### src/rtl/completion_tracker_if.sv
// Rename, execution-port and commit signals of the in-order completion tracker.
// The master side is rename and the execution cluster. The slave side is the tracker.
interface completion_tracker_if #(
  parameter int PACKS = 16
);
  localparam int IW = $clog2(PACKS);

  logic          alloc_valid_i;
  logic [1:0]    alloc_mask_i;
  logic [IW-1:0] alloc_pack_o;
  logic          alloc_full_o;
  logic          alu0_complete_i;
  logic [IW:0]   alu0_rob_id_i;
  logic          alu1_complete_i;
  logic [IW:0]   alu1_rob_id_i;
  logic          mem_complete_i;
  logic [IW:0]   mem_rob_id_i;
  logic          excp_valid_i;
  logic [IW+1:0] excp_rob_i;
  logic [4:0]    excp_code_i;
  logic          commit_valid_o;
  logic [IW-1:0] commit_pack_o;
  logic [1:0]    commit_mask_o;
  logic          trap_valid_o;
  logic [IW:0]   trap_rob_o;
  logic [4:0]    trap_code_o;
  logic          flush_o;

  modport master (
    output alloc_valid_i, alloc_mask_i, alu0_complete_i, alu0_rob_id_i,
           alu1_complete_i, alu1_rob_id_i, mem_complete_i, mem_rob_id_i,
           excp_valid_i, excp_rob_i, excp_code_i,
    input  alloc_pack_o, alloc_full_o, commit_valid_o, commit_pack_o,
           commit_mask_o, trap_valid_o, trap_rob_o, trap_code_o, flush_o
  );

  modport slave (
    input  alloc_valid_i, alloc_mask_i, alu0_complete_i, alu0_rob_id_i,
           alu1_complete_i, alu1_rob_id_i, mem_complete_i, mem_rob_id_i,
           excp_valid_i, excp_rob_i, excp_code_i,
    output alloc_pack_o, alloc_full_o, commit_valid_o, commit_pack_o,
           commit_mask_o, trap_valid_o, trap_rob_o, trap_code_o, flush_o
  );
endinterface

### src/rtl/completion_tracker.sv
// In-order completion tracker that holds packs of two slots and retires whole packs from the head.
// A faulting head raises a precise trap and spends one cycle flushing every live pack.
module completion_tracker #(
  parameter int PACKS = 16
) (
  input logic                 cpu_clock_i,
  input logic                 cpu_reset_n_i,
  completion_tracker_if.slave bus
);
  localparam int IW = $clog2(PACKS);

  typedef enum logic {RUN = 1'b0, FLUSH = 1'b1} state_e;

  state_e           state_q;
  logic [IW:0]      head_q, tail_q;
  logic [PACKS-1:0] vld_q, vld_d;
  logic [1:0]       slot_vld_q [PACKS];
  logic [1:0]       slot_vld_d [PACKS];
  logic [1:0]       done_q [PACKS];
  logic [1:0]       done_d [PACKS];
  logic [1:0]       excp_q [PACKS];
  logic [1:0]       excp_d [PACKS];
  logic [4:0]       code_q [PACKS];
  logic [4:0]       code_d [PACKS];

  logic             commit_valid_q, trap_valid_q, flush_q;
  logic [IW-1:0]    commit_pack_q;
  logic [1:0]       commit_mask_q;
  logic [IW:0]      trap_rob_q;
  logic [4:0]       trap_code_q;

  logic [IW-1:0]    head_idx, tail_idx, ex_idx;
  logic             ex_slot, full, head_ready, alloc_ok;
  logic             comp_v [3];
  logic [IW:0]      comp_id [3];

  assign head_idx = head_q[IW-1:0];
  assign tail_idx = tail_q[IW-1:0];
  assign ex_idx   = bus.excp_rob_i[IW:1];
  assign ex_slot  = bus.excp_rob_i[0];
  assign full     = (head_idx == tail_idx) && (head_q[IW] != tail_q[IW]);

  // Fullness is judged before this cycle's commit, so a full tracker turns away a same-cycle alloc.
  assign bus.alloc_full_o = full || (state_q != RUN);
  assign bus.alloc_pack_o = tail_idx;
  assign alloc_ok   = bus.alloc_valid_i && !bus.alloc_full_o && (bus.alloc_mask_i != 2'b00);
  assign head_ready = (state_q == RUN) && vld_q[head_idx] &&
                      ((done_q[head_idx] | ~slot_vld_q[head_idx]) == 2'b11);

  always_comb begin
    comp_v[0]  = bus.alu0_complete_i;
    comp_id[0] = bus.alu0_rob_id_i;
    comp_v[1]  = bus.alu1_complete_i;
    comp_id[1] = bus.alu1_rob_id_i;
    comp_v[2]  = bus.mem_complete_i;
    comp_id[2] = bus.mem_rob_id_i;
  end

  // NOTE: every next-state array starts as a copy of its register so no path can infer a latch.
  always_comb begin
    vld_d      = vld_q;
    slot_vld_d = slot_vld_q;
    done_d     = done_q;
    excp_d     = excp_q;
    code_d     = code_q;
    if (state_q == FLUSH) begin
      vld_d = '0;
    end else begin
      if (head_ready) vld_d[head_idx] = 1'b0;
      if (alloc_ok) begin
        vld_d[tail_idx]      = 1'b1;
        slot_vld_d[tail_idx] = bus.alloc_mask_i;
        done_d[tail_idx]     = ~bus.alloc_mask_i;
        excp_d[tail_idx]     = 2'b00;
      end
      for (int p = 0; p < 3; p++) begin
        if (comp_v[p] && vld_q[comp_id[p][IW:1]] && slot_vld_q[comp_id[p][IW:1]][comp_id[p][0]])
          done_d[comp_id[p][IW:1]][comp_id[p][0]] = 1'b1;
      end
      if (bus.excp_valid_i && vld_q[ex_idx] && slot_vld_q[ex_idx][ex_slot]) begin
        done_d[ex_idx][ex_slot] = 1'b1;
        // Keep the first fault of a pack unless the new one is in the older slot.
        if (excp_q[ex_idx] == 2'b00 || (!ex_slot && !excp_q[ex_idx][0])) begin
          excp_d[ex_idx] = ex_slot ? 2'b10 : 2'b01;
          code_d[ex_idx] = bus.excp_code_i;
        end
      end
    end
  end

  // NOTE: the pack payload has no reset because nothing reads it while vld_q is clear.
  always_ff @(posedge cpu_clock_i) begin
    slot_vld_q <= slot_vld_d;
    done_q     <= done_d;
    excp_q     <= excp_d;
    code_q     <= code_d;
  end

  always_ff @(posedge cpu_clock_i or negedge cpu_reset_n_i) begin
    if (!cpu_reset_n_i) begin
      state_q        <= RUN;
      head_q         <= '0;
      tail_q         <= '0;
      vld_q          <= '0;
      commit_valid_q <= 1'b0;
      commit_pack_q  <= '0;
      commit_mask_q  <= 2'b00;
      trap_valid_q   <= 1'b0;
      trap_rob_q     <= '0;
      trap_code_q    <= 5'd0;
      flush_q        <= 1'b0;
    end else begin
      vld_q          <= vld_d;
      commit_valid_q <= 1'b0;
      commit_pack_q  <= '0;
      commit_mask_q  <= 2'b00;
      trap_valid_q   <= 1'b0;
      trap_rob_q     <= '0;
      trap_code_q    <= 5'd0;
      flush_q        <= 1'b0;
      if (alloc_ok) tail_q <= tail_q + (IW+1)'(1);
      case (state_q)
        RUN: begin
          if (head_ready) begin
            if (excp_q[head_idx] == 2'b00) begin
              commit_valid_q <= 1'b1;
              commit_pack_q  <= head_idx;
              commit_mask_q  <= slot_vld_q[head_idx];
              head_q         <= head_q + (IW+1)'(1);
            end else begin
              state_q      <= FLUSH;
              trap_valid_q <= 1'b1;
              flush_q      <= 1'b1;
              trap_code_q  <= code_q[head_idx];
              if (excp_q[head_idx][0]) begin
                trap_rob_q <= {head_idx, 1'b0};
              end else begin
                // Slot 0 retires ahead of the faulting slot 1; head stays on the faulting pack.
                trap_rob_q     <= {head_idx, 1'b1};
                commit_valid_q <= slot_vld_q[head_idx][0];
                commit_pack_q  <= slot_vld_q[head_idx][0] ? head_idx : '0;
                commit_mask_q  <= {1'b0, slot_vld_q[head_idx][0]};
              end
            end
          end
        end
        FLUSH: begin
          tail_q  <= head_q;
          state_q <= RUN;
        end
        default: state_q <= RUN;
      endcase
    end
  end

  assign bus.commit_valid_o = commit_valid_q;
  assign bus.commit_pack_o  = commit_pack_q;
  assign bus.commit_mask_o  = commit_mask_q;
  assign bus.trap_valid_o   = trap_valid_q;
  assign bus.trap_rob_o     = trap_rob_q;
  assign bus.trap_code_o    = trap_code_q;
  assign bus.flush_o        = flush_q;
endmodule
### src/flat_wrapper.sv
// flat-port wrapper written by rule: the top's interface ports become plain ports
module completion_tracker_flat 
#(
  parameter int PACKS = 16
)
  (cpu_clock_i, cpu_reset_n_i, bus_alloc_valid_i, bus_alloc_mask_i, bus_alu0_complete_i, bus_alu0_rob_id_i, bus_alu1_complete_i, bus_alu1_rob_id_i, bus_mem_complete_i, bus_mem_rob_id_i, bus_excp_valid_i, bus_excp_rob_i, bus_excp_code_i, bus_alloc_pack_o, bus_alloc_full_o, bus_commit_valid_o, bus_commit_pack_o, bus_commit_mask_o, bus_trap_valid_o, bus_trap_rob_o, bus_trap_code_o, bus_flush_o);
  completion_tracker_if #(.PACKS(PACKS)) bus_i ();
  input logic cpu_clock_i;
  input logic cpu_reset_n_i;
  input wire logic [$bits(bus_i.alloc_valid_i)-1:0] bus_alloc_valid_i;
  input wire logic [$bits(bus_i.alloc_mask_i)-1:0] bus_alloc_mask_i;
  input wire logic [$bits(bus_i.alu0_complete_i)-1:0] bus_alu0_complete_i;
  input wire logic [$bits(bus_i.alu0_rob_id_i)-1:0] bus_alu0_rob_id_i;
  input wire logic [$bits(bus_i.alu1_complete_i)-1:0] bus_alu1_complete_i;
  input wire logic [$bits(bus_i.alu1_rob_id_i)-1:0] bus_alu1_rob_id_i;
  input wire logic [$bits(bus_i.mem_complete_i)-1:0] bus_mem_complete_i;
  input wire logic [$bits(bus_i.mem_rob_id_i)-1:0] bus_mem_rob_id_i;
  input wire logic [$bits(bus_i.excp_valid_i)-1:0] bus_excp_valid_i;
  input wire logic [$bits(bus_i.excp_rob_i)-1:0] bus_excp_rob_i;
  input wire logic [$bits(bus_i.excp_code_i)-1:0] bus_excp_code_i;
  output wire logic [$bits(bus_i.alloc_pack_o)-1:0] bus_alloc_pack_o;
  output wire logic [$bits(bus_i.alloc_full_o)-1:0] bus_alloc_full_o;
  output wire logic [$bits(bus_i.commit_valid_o)-1:0] bus_commit_valid_o;
  output wire logic [$bits(bus_i.commit_pack_o)-1:0] bus_commit_pack_o;
  output wire logic [$bits(bus_i.commit_mask_o)-1:0] bus_commit_mask_o;
  output wire logic [$bits(bus_i.trap_valid_o)-1:0] bus_trap_valid_o;
  output wire logic [$bits(bus_i.trap_rob_o)-1:0] bus_trap_rob_o;
  output wire logic [$bits(bus_i.trap_code_o)-1:0] bus_trap_code_o;
  output wire logic [$bits(bus_i.flush_o)-1:0] bus_flush_o;
  assign bus_i.alloc_valid_i = bus_alloc_valid_i;
  assign bus_i.alloc_mask_i = bus_alloc_mask_i;
  assign bus_i.alu0_complete_i = bus_alu0_complete_i;
  assign bus_i.alu0_rob_id_i = bus_alu0_rob_id_i;
  assign bus_i.alu1_complete_i = bus_alu1_complete_i;
  assign bus_i.alu1_rob_id_i = bus_alu1_rob_id_i;
  assign bus_i.mem_complete_i = bus_mem_complete_i;
  assign bus_i.mem_rob_id_i = bus_mem_rob_id_i;
  assign bus_i.excp_valid_i = bus_excp_valid_i;
  assign bus_i.excp_rob_i = bus_excp_rob_i;
  assign bus_i.excp_code_i = bus_excp_code_i;
  assign bus_alloc_pack_o = bus_i.alloc_pack_o;
  assign bus_alloc_full_o = bus_i.alloc_full_o;
  assign bus_commit_valid_o = bus_i.commit_valid_o;
  assign bus_commit_pack_o = bus_i.commit_pack_o;
  assign bus_commit_mask_o = bus_i.commit_mask_o;
  assign bus_trap_valid_o = bus_i.trap_valid_o;
  assign bus_trap_rob_o = bus_i.trap_rob_o;
  assign bus_trap_code_o = bus_i.trap_code_o;
  assign bus_flush_o = bus_i.flush_o;
  completion_tracker #(.PACKS(PACKS)) u_core (.cpu_clock_i(cpu_clock_i), .cpu_reset_n_i(cpu_reset_n_i), .bus(bus_i));
endmodule
### config.mk
export PLATFORM = sky130hd
export DESIGN_NAME = completion_tracker_flat
export DESIGN_NICKNAME = d
export VERILOG_FILES = /design/src/rtl/completion_tracker_if.sv /design/src/rtl/completion_tracker.sv /design/src/flat_wrapper.sv
export SDC_FILE = /design/constraint.sdc
export NUM_CORES = 1
export LEC_CHECK = 0
export CORE_ASPECT_RATIO = 1.2
export CORE_MARGIN = 2
export CORE_UTILIZATION = 30
export CTS_BUF_LIST = sky130_fd_sc_hd__clkbuf_8
export DETAILED_ROUTE_END_ITERATION = 10
export SLEW_MARGIN = 20
export SYNTH_ARGS = -nofsm -noshare
export SYNTH_HDL_FRONTEND = slang
export SYNTH_SLANG_ARGS = --single-unit
### constraint.sdc
create_clock -name cpu_clock_i -period 4.46 [get_ports cpu_clock_i]
set_input_delay 0.892 -clock cpu_clock_i [delete_from_list [all_inputs] [get_ports cpu_clock_i]]
set_output_delay 0.892 -clock cpu_clock_i [all_outputs]
set_load 0.03 [all_outputs]
==> results of run 1 <==
## logic make-up after synthesis
logic type	synth area share (%)
AO/OA/AOI/OAI	12.6
flip-flops	48.8
AND/OR/NAND/NOR	11.1
buffers and inverters	4.47
XOR/XNOR	0.871
adder cells (fa/ha/maj)	0.765
multiplexers	21.4
## layout make-up
cell class	count	area, um2
multi-input cells	646	6110
clock inverters	29	178
repair buffers	99	903
clock buffers	41	564
well taps	552	691
fillers	4179	27900
flip-flops and latches	220	6390
inverters	36	135
## state kept, by name, summed over array words and instances, names as in the netlist
register / cells
u_core.head_q: 5
u_core.bus.trap_rob_o: 5
u_core.bus.commit_pack_o: 4
u_core.vld_q: 16
u_core.excp_q: 32
u_core.slot_vld_q: 32
u_core.bus.commit_valid_o: 1
u_core.code_q: 80
u_core.bus.commit_mask_o: 2
u_core.bus.trap_code_o: 5
u_core.done_q: 32
u_core.tail_q: 5
u_core.state_q: 1
## cell usage after synthesis (4+ instances only)
cell	instances
a41oi_1	6
mux2i_1	28
and3_1	6
buf_6	8
o211ai_1	4
dfrtp_1	44
nand4_1	5
inv_1	36
a211oi_1	12
o21ai_0	15
buf_2	24
buf_1	4
nor2_1	66
nor3_1	17
xor2_1	6
clkbuf_1	29
a211o_1	10
mux2_2	11
a22oi_1	23
a21oi_1	9
o221a_2	11
nor2b_1	20
or3_1	8
a221o_1	6
and4_1	6
ha_1	8
nand3_1	43
o221ai_1	22
xnor2_1	7
mux4_2	105
o2111ai_1	4
nand2_1	62
or2_2	4
o21ai_1	6
a22o_1	6
buf_4	12
nand2b_1	11
a32o_1	18
edfxtp_1	176
and2_1	19
a221oi_1	13
## power groups by stage
stage / clock network [mW] / logic, mW / registers [mW]
2_1_floorplan: 0 / 2.50 / 3.17
3_3_place_gp: 0 / 3.34 / 3.32
3_5_place_dp: 0 / 3.38 / 3.33
4_1_cts: 1.87 / 3.39 / 3.30
5_1_grt: 1.94 / 3.61 / 3.37
6_report: 1.83 / 3.40 / 3.31
## per-stage QoR
stage	power (mW)	instances	hold WS [ns]	utilization, %	setup slack (ns)
2_1_floorplan	5.66	981	0.481	-	0.937
3_3_place_gp	6.66	1553	0.501	33.2	0.261
3_5_place_dp	6.71	1553	0.510	33.2	0.248
4_1_cts	8.55	1623	0.508	34.9	0.674
5_1_grt	8.92	1623	0.361	34.9	0.533
6_report	8.54	1623	0.333	34.9	0.729
## critical path: cells and delay by family, from the launching register on
family,cells,cell delay (ns)
AOI/OAI and AO/OA,1,0.25
DFF,1,0.87
and+or+nand+nor,1,0.24
xor gates and xnor gates,1,0.20
buffers and inverters,1,0.71
## metal layers
layer  vias up  share of wire [%]  track usage, %
met5         -                  0               0
met4         0                5.9            10.5
met3       139                8.1            3.73
met2       517                 48            32.0
met1      4933                 38            22.8
li1       4100                  -               -
## path summary, 6_finish.rpt
path | startpoint | slack (ns) | cells past startpoint | to
worst max-delay path | u_core.head_q[3]$_DFFE_PN0P_ | 0.73 | 4 | bus_alloc_full_o
worst min register to register | u_core.head_q[4]$_DFFE_PN0P_ | 0.52 | 1 | u_core.head_q[4]$_DFFE_PN0P_
min in group cpu_clock_i | u_core.head_q[4]$_DFFE_PN0P_ | 0.52 | 1 | u_core.head_q[4]$_DFFE_PN0P_
worst min-delay path | cpu_reset_n_i | 0.33 | 1 | u_core.vld_q[4]$_DFF_PN0_
max in group asynchronous | cpu_reset_n_i | 3.70 | 1 | u_core.head_q[0]$_DFFE_PN0P_
worst max register to register | u_core.head_q[0]$_DFFE_PN0P_ | 1.28 | 6 | u_core.bus.trap_code_o[1]$_DFF_PN0_
==> metrics.cfg, run 1 <==
[die]
die_w_um=195
die_y_um=233
start_util_pct=30.5
coreArea_mm2=0.0429
io_pins=59
die_area_mm2=0.0453
rows=83

[synth]
syn-num-nets=1024
ys.flop_type=edfxtp_1
syn_avg_cell_area_um2=13.3
netlist_top_cells_area=edfxtp_1 (40%), mux4_2 (18%), dfrtp_1 (8.4%)
synth_top_area_share_pct=40.4
yosysSeqAreaShare_pct=48.8
synth_edf_count=176
ys_types=78
yosys_warnings=0
synth_cells=981
yosys_register_bits=220
synth_area_leader_cell=edfxtp_1
async_reset_ff_share_pct=20.0
syn_area_mm2=0.0131

[power]
cellLeakagePower_nw=5.30
p_int_mw=5.36
sequentialPowerShare_pct=38.7
powerDensity_mw_per_mm2=570
peakVddDrop_mv=0.233
power_frac_comb_pct=39.8
p_sw_mw=3.18
swShare_pct=37.2
clockPowerShare_pct=21.4

[outcome]
status=complete, no violations

[sta]
fin_worst_skew_ns=0.0527
fmax_mhz=268
slew_violations=0
worstMarginPinSlew_ns=1.07
min_period_over_period_pct=83.7
slew_headroom_pct=28.5
setup_viol=0
period_minus_slack_ns=3.73
final-hold-violation-count=0
grt_setup_unrepaired=no
finalSetupTns_ns=0

[grt]
overflow=0
grt_use_total_pct=18.9
grt_pass1_wl_mm=63.8
antenna_found_initial=0
grt_pass1_vias=9692
grt_start_max_net_pins=80

[cts]
cts_root_buf=clkbuf_8
worstSkewPairLatency_ns=0.60
ctsResizeCount=0
clk_path_buf_depth=3
cts_tree=built
ctsHtreeMaxLevel=2
clk_pin_slew_ns=0.07
clock-sinks=220
numCtsBuffers=38
cts_hold_buf=0
cts_setup_buffers=0

[routing]
via_per_inst=5.97
wirelength_mm=43.1
drc_errors=0
ant_nets=0
dr.pass1.iters=5
vias=9689
avgRoutedWirePerCell_um=26.6
drtIter0Drc=1019

[placed_design]
port_buffers=57
dpl.hpwl_mm=31.4
placed_area_mm2=0.0142
gp_congestion=0.959

[setup_path]
crit_chain=xnor2_1 -> nand2_1 -> o21ai_0 -> clkdlybuf4s50_1
arrival_ns=2.84
slowest_delay_ns=0.87
worstSetupPathType=reg2out
crit_path_start_kind=register
critPathSlowestCell=dfrtp_1
critPathMaxFanout=16
end_kind=output pin
required_ns=3.57

[layout]
syn_to_final_growth_pct=14.5
drive_gt1_share_pct=23.0
postLayoutCellArea_mm2=0.0150
final_cell_mix=edfxtp_1 (176), mux4_2 (105), nor2_1 (66)
antenna_cells=0
final_common_cell=edfxtp_1
nets=1084

[min_path]
hold_class=in2async

[run]
drv_cap=0

Power figures use the tool's default switching activity.
==> run 2, diff against run 1 <==
==> constraint.sdc (replaced) <==
create_clock -name cpu_clock_i -period 3.25 [get_ports cpu_clock_i]
set_input_delay 0.65 -clock cpu_clock_i [delete_from_list [all_inputs] [get_ports cpu_clock_i]]
set_output_delay 0.65 -clock cpu_clock_i [all_outputs]
set_load 0.03 [all_outputs]
==> run 2 against run 1 <==
Flip-flop and latch count unchanged. Die area did not move. Clock-buffer cell count fell by 1. Register-to-register slack got worse by 0.86 ns. Hold slack worse by 0.10 ns. Critical path type unchanged. Critical endpoint unchanged. Largest cell class unchanged. Highest routed layer unchanged.
==> metrics.cfg, run 2 (synthesis results as in run 1) <==
[outcome]
status=complete, no violations

[power]
swShare_pct=37.0
sequentialPowerShare_pct=38.0
p_sw_mw=4.36
power_frac_comb_pct=42.1
cellLeakagePower_nw=5.84
p_int_mw=7.42
peakVddDrop_mv=0.355
clockPowerShare_pct=20.0
powerDensity_mw_per_mm2=741
power_mw=11.8

[grt]
overflow=0
grt_pass1_vias=10200
grt_pass1_wl_mm=64.9
antenna_found_initial=0
grt_use_total_pct=19.2
grt_start_max_net_pins=79

[layout]
largest_reg_flops=80
drive_gt1_share_pct=29.6
syn_to_final_growth_pct=21.5
final_common_cell=edfxtp_1
top_register=u_core.code_q
final_cells=1723
nets=1189
final_cell_mix=edfxtp_1 (176), buf_4 (130), mux4_2 (105)
antenna_cells=0

[sta]
slew_violations=0
finalSetupTns_ns=0
setup_viol=0
fmax_mhz=337
final-hold-violation-count=0
min_period_over_period_pct=91.3
holdWs_ns=0.229
worstMarginPinSlew_ns=1.00
slew_headroom_pct=33.1
grt_setup_unrepaired=no
fin_worst_skew_ns=0.0324
period_minus_slack_ns=2.97

[cts]
worstSkewPairLatency_ns=0.58
ctsHtreeMaxLevel=2
cts_tree=built
cts_setup_buffers=0
cts_root_buf=clkbuf_8
numCtsBuffers=38
clk_pin_slew_ns=0.06
clk_path_buf_depth=3
clock-sinks=220

[die]
rows=83
coreArea_mm2=0.0429
start_util_pct=30.5
die_w_um=195
die_area_mm2=0.0453
io_pins=59
die_y_um=233

[placed_design]
dpl.hpwl_mm=33.2
gp_congestion=0.935
dp_cells=1658
port_buffers=57

[setup_path]
crit_path_start_kind=register
worstSetupPathType=reg2out
required_ns=2.60
critPathSlowestCell=dfrtp_1
cp-startpoint=u_core.head_q[2]$_DFFE_PN0P_
end_kind=output pin
critPathMaxFanout=10
crit_chain=xnor2_1 -> nand3_1 -> o21ai_0 -> dlygate4sd2_1
slowest_delay_ns=0.52
arrival_ns=2.32
worstReg2RegStart=u_core.head_q[0]$_DFFE_PN0P_

[min_path]
hold_class=in2async

[routing]
via_per_inst=5.79
ant_nets=0
wirelength_mm=43.6
vias=9975
dr.pass1.iters=9
drc_errors=0
drtIter0Drc=991
avgRoutedWirePerCell_um=25.3

[run]
drv_cap=0

run 2: cell count changes in the layout (fill, tap and decap cells not counted):
cell	change
inv_4	+1
bufinv_16	-1
clkdlybuf4s50_1	-1
dfrtp_4	+1
buf_12	+15
clkinv_2	-3
buf_2	+1
dlygate4sd2_1	+1
dfrtp_2	-1
buf_4	+89
clkinv_1	+3
clkbuf_8	-1
inv_1	-4
run 2: per-layer routing:
| layer | GRT usage (%) | share of wire, % |
|---|---|---|
| met4 | 12.0 | 6.8 |
| met5 | 0 | 0 |
| met1 | 22.4 | 37 |
| met2 | 33.1 | 49 |
| met3 | 3.25 | 7.1 |
run 2: power groups by stage:
stage	Sequential (mW)	Clock (mW)	Combinational, mW
detailed placement	4.50	0	4.93
CTS	4.45	2.42	4.95
floorplan	4.34	0	3.43
global route	4.53	2.53	5.27
global placement	4.47	0	4.87
finish	4.47	2.35	4.95
run 2: layout make-up:
type / instances / area, um2
Tap cell: 552 / 691
Fill cell: 4111 / 27000
Timing Repair Buffer: 204 / 1880
Clock inverter: 25 / 135
Sequential cell: 220 / 6390
Inverter: 36 / 135
Multi-Input combinational cell: 646 / 6110
Clock buffer: 40 / 551
run 2: repair_timing:
item | 4_1_cts | 5_1_grt
resized for setup | 2 | 0
hold buffers | 0 | 0
setup endpoints to repair | 1 | 0
run 2: worst paths after layout:
check | end | slack, ns | cells after the start
worst min-delay path | u_core.tail_q[0]$_DFFE_PN0P_ | 0.23 | 1
max in group asynchronous | u_core.head_q[1]$_DFFE_PN0P_ | 2.31 | 1
worst max-delay path | bus_alloc_full_o | 0.28 | 4
min in group cpu_clock_i | u_core.head_q[4]$_DFFE_PN0P_ | 0.52 | 1
worst min register to register | u_core.head_q[4]$_DFFE_PN0P_ | 0.52 | 1
worst max register to register | u_core.head_q[1]$_DFFE_PN0P_ | 0.42 | 7
run 2: per-stage QoR:
| stage | cell area, um2 | setup slack [ns] | util (%) |
|---|---|---|---|
| 4_1_cts | 15900 | 0.237 | 37.0 |
| 3_5_place_dp | 15200 | -0.265 | 35.4 |
| 3_3_place_gp | 15200 | -0.263 | 35.4 |
| 6_report | 15900 | 0.282 | 37.0 |
| 2_1_floorplan | 13100 | 0.319 | - |
| 5_1_grt | 15900 | 0.0526 | 37.0 |
run 2: worst max-delay path: cells and delay by family (launching register included):
| family | cells | cell delay (ns) |
|---|---|---|
| buffers and inverters | 1 | 0.43 |
| and+or+nand+nor | 1 | 0.29 |
| AOI/OAI and AO/OA | 1 | 0.26 |
| DFF | 1 | 0.52 |
| xor gates and xnor gates | 1 | 0.24 |
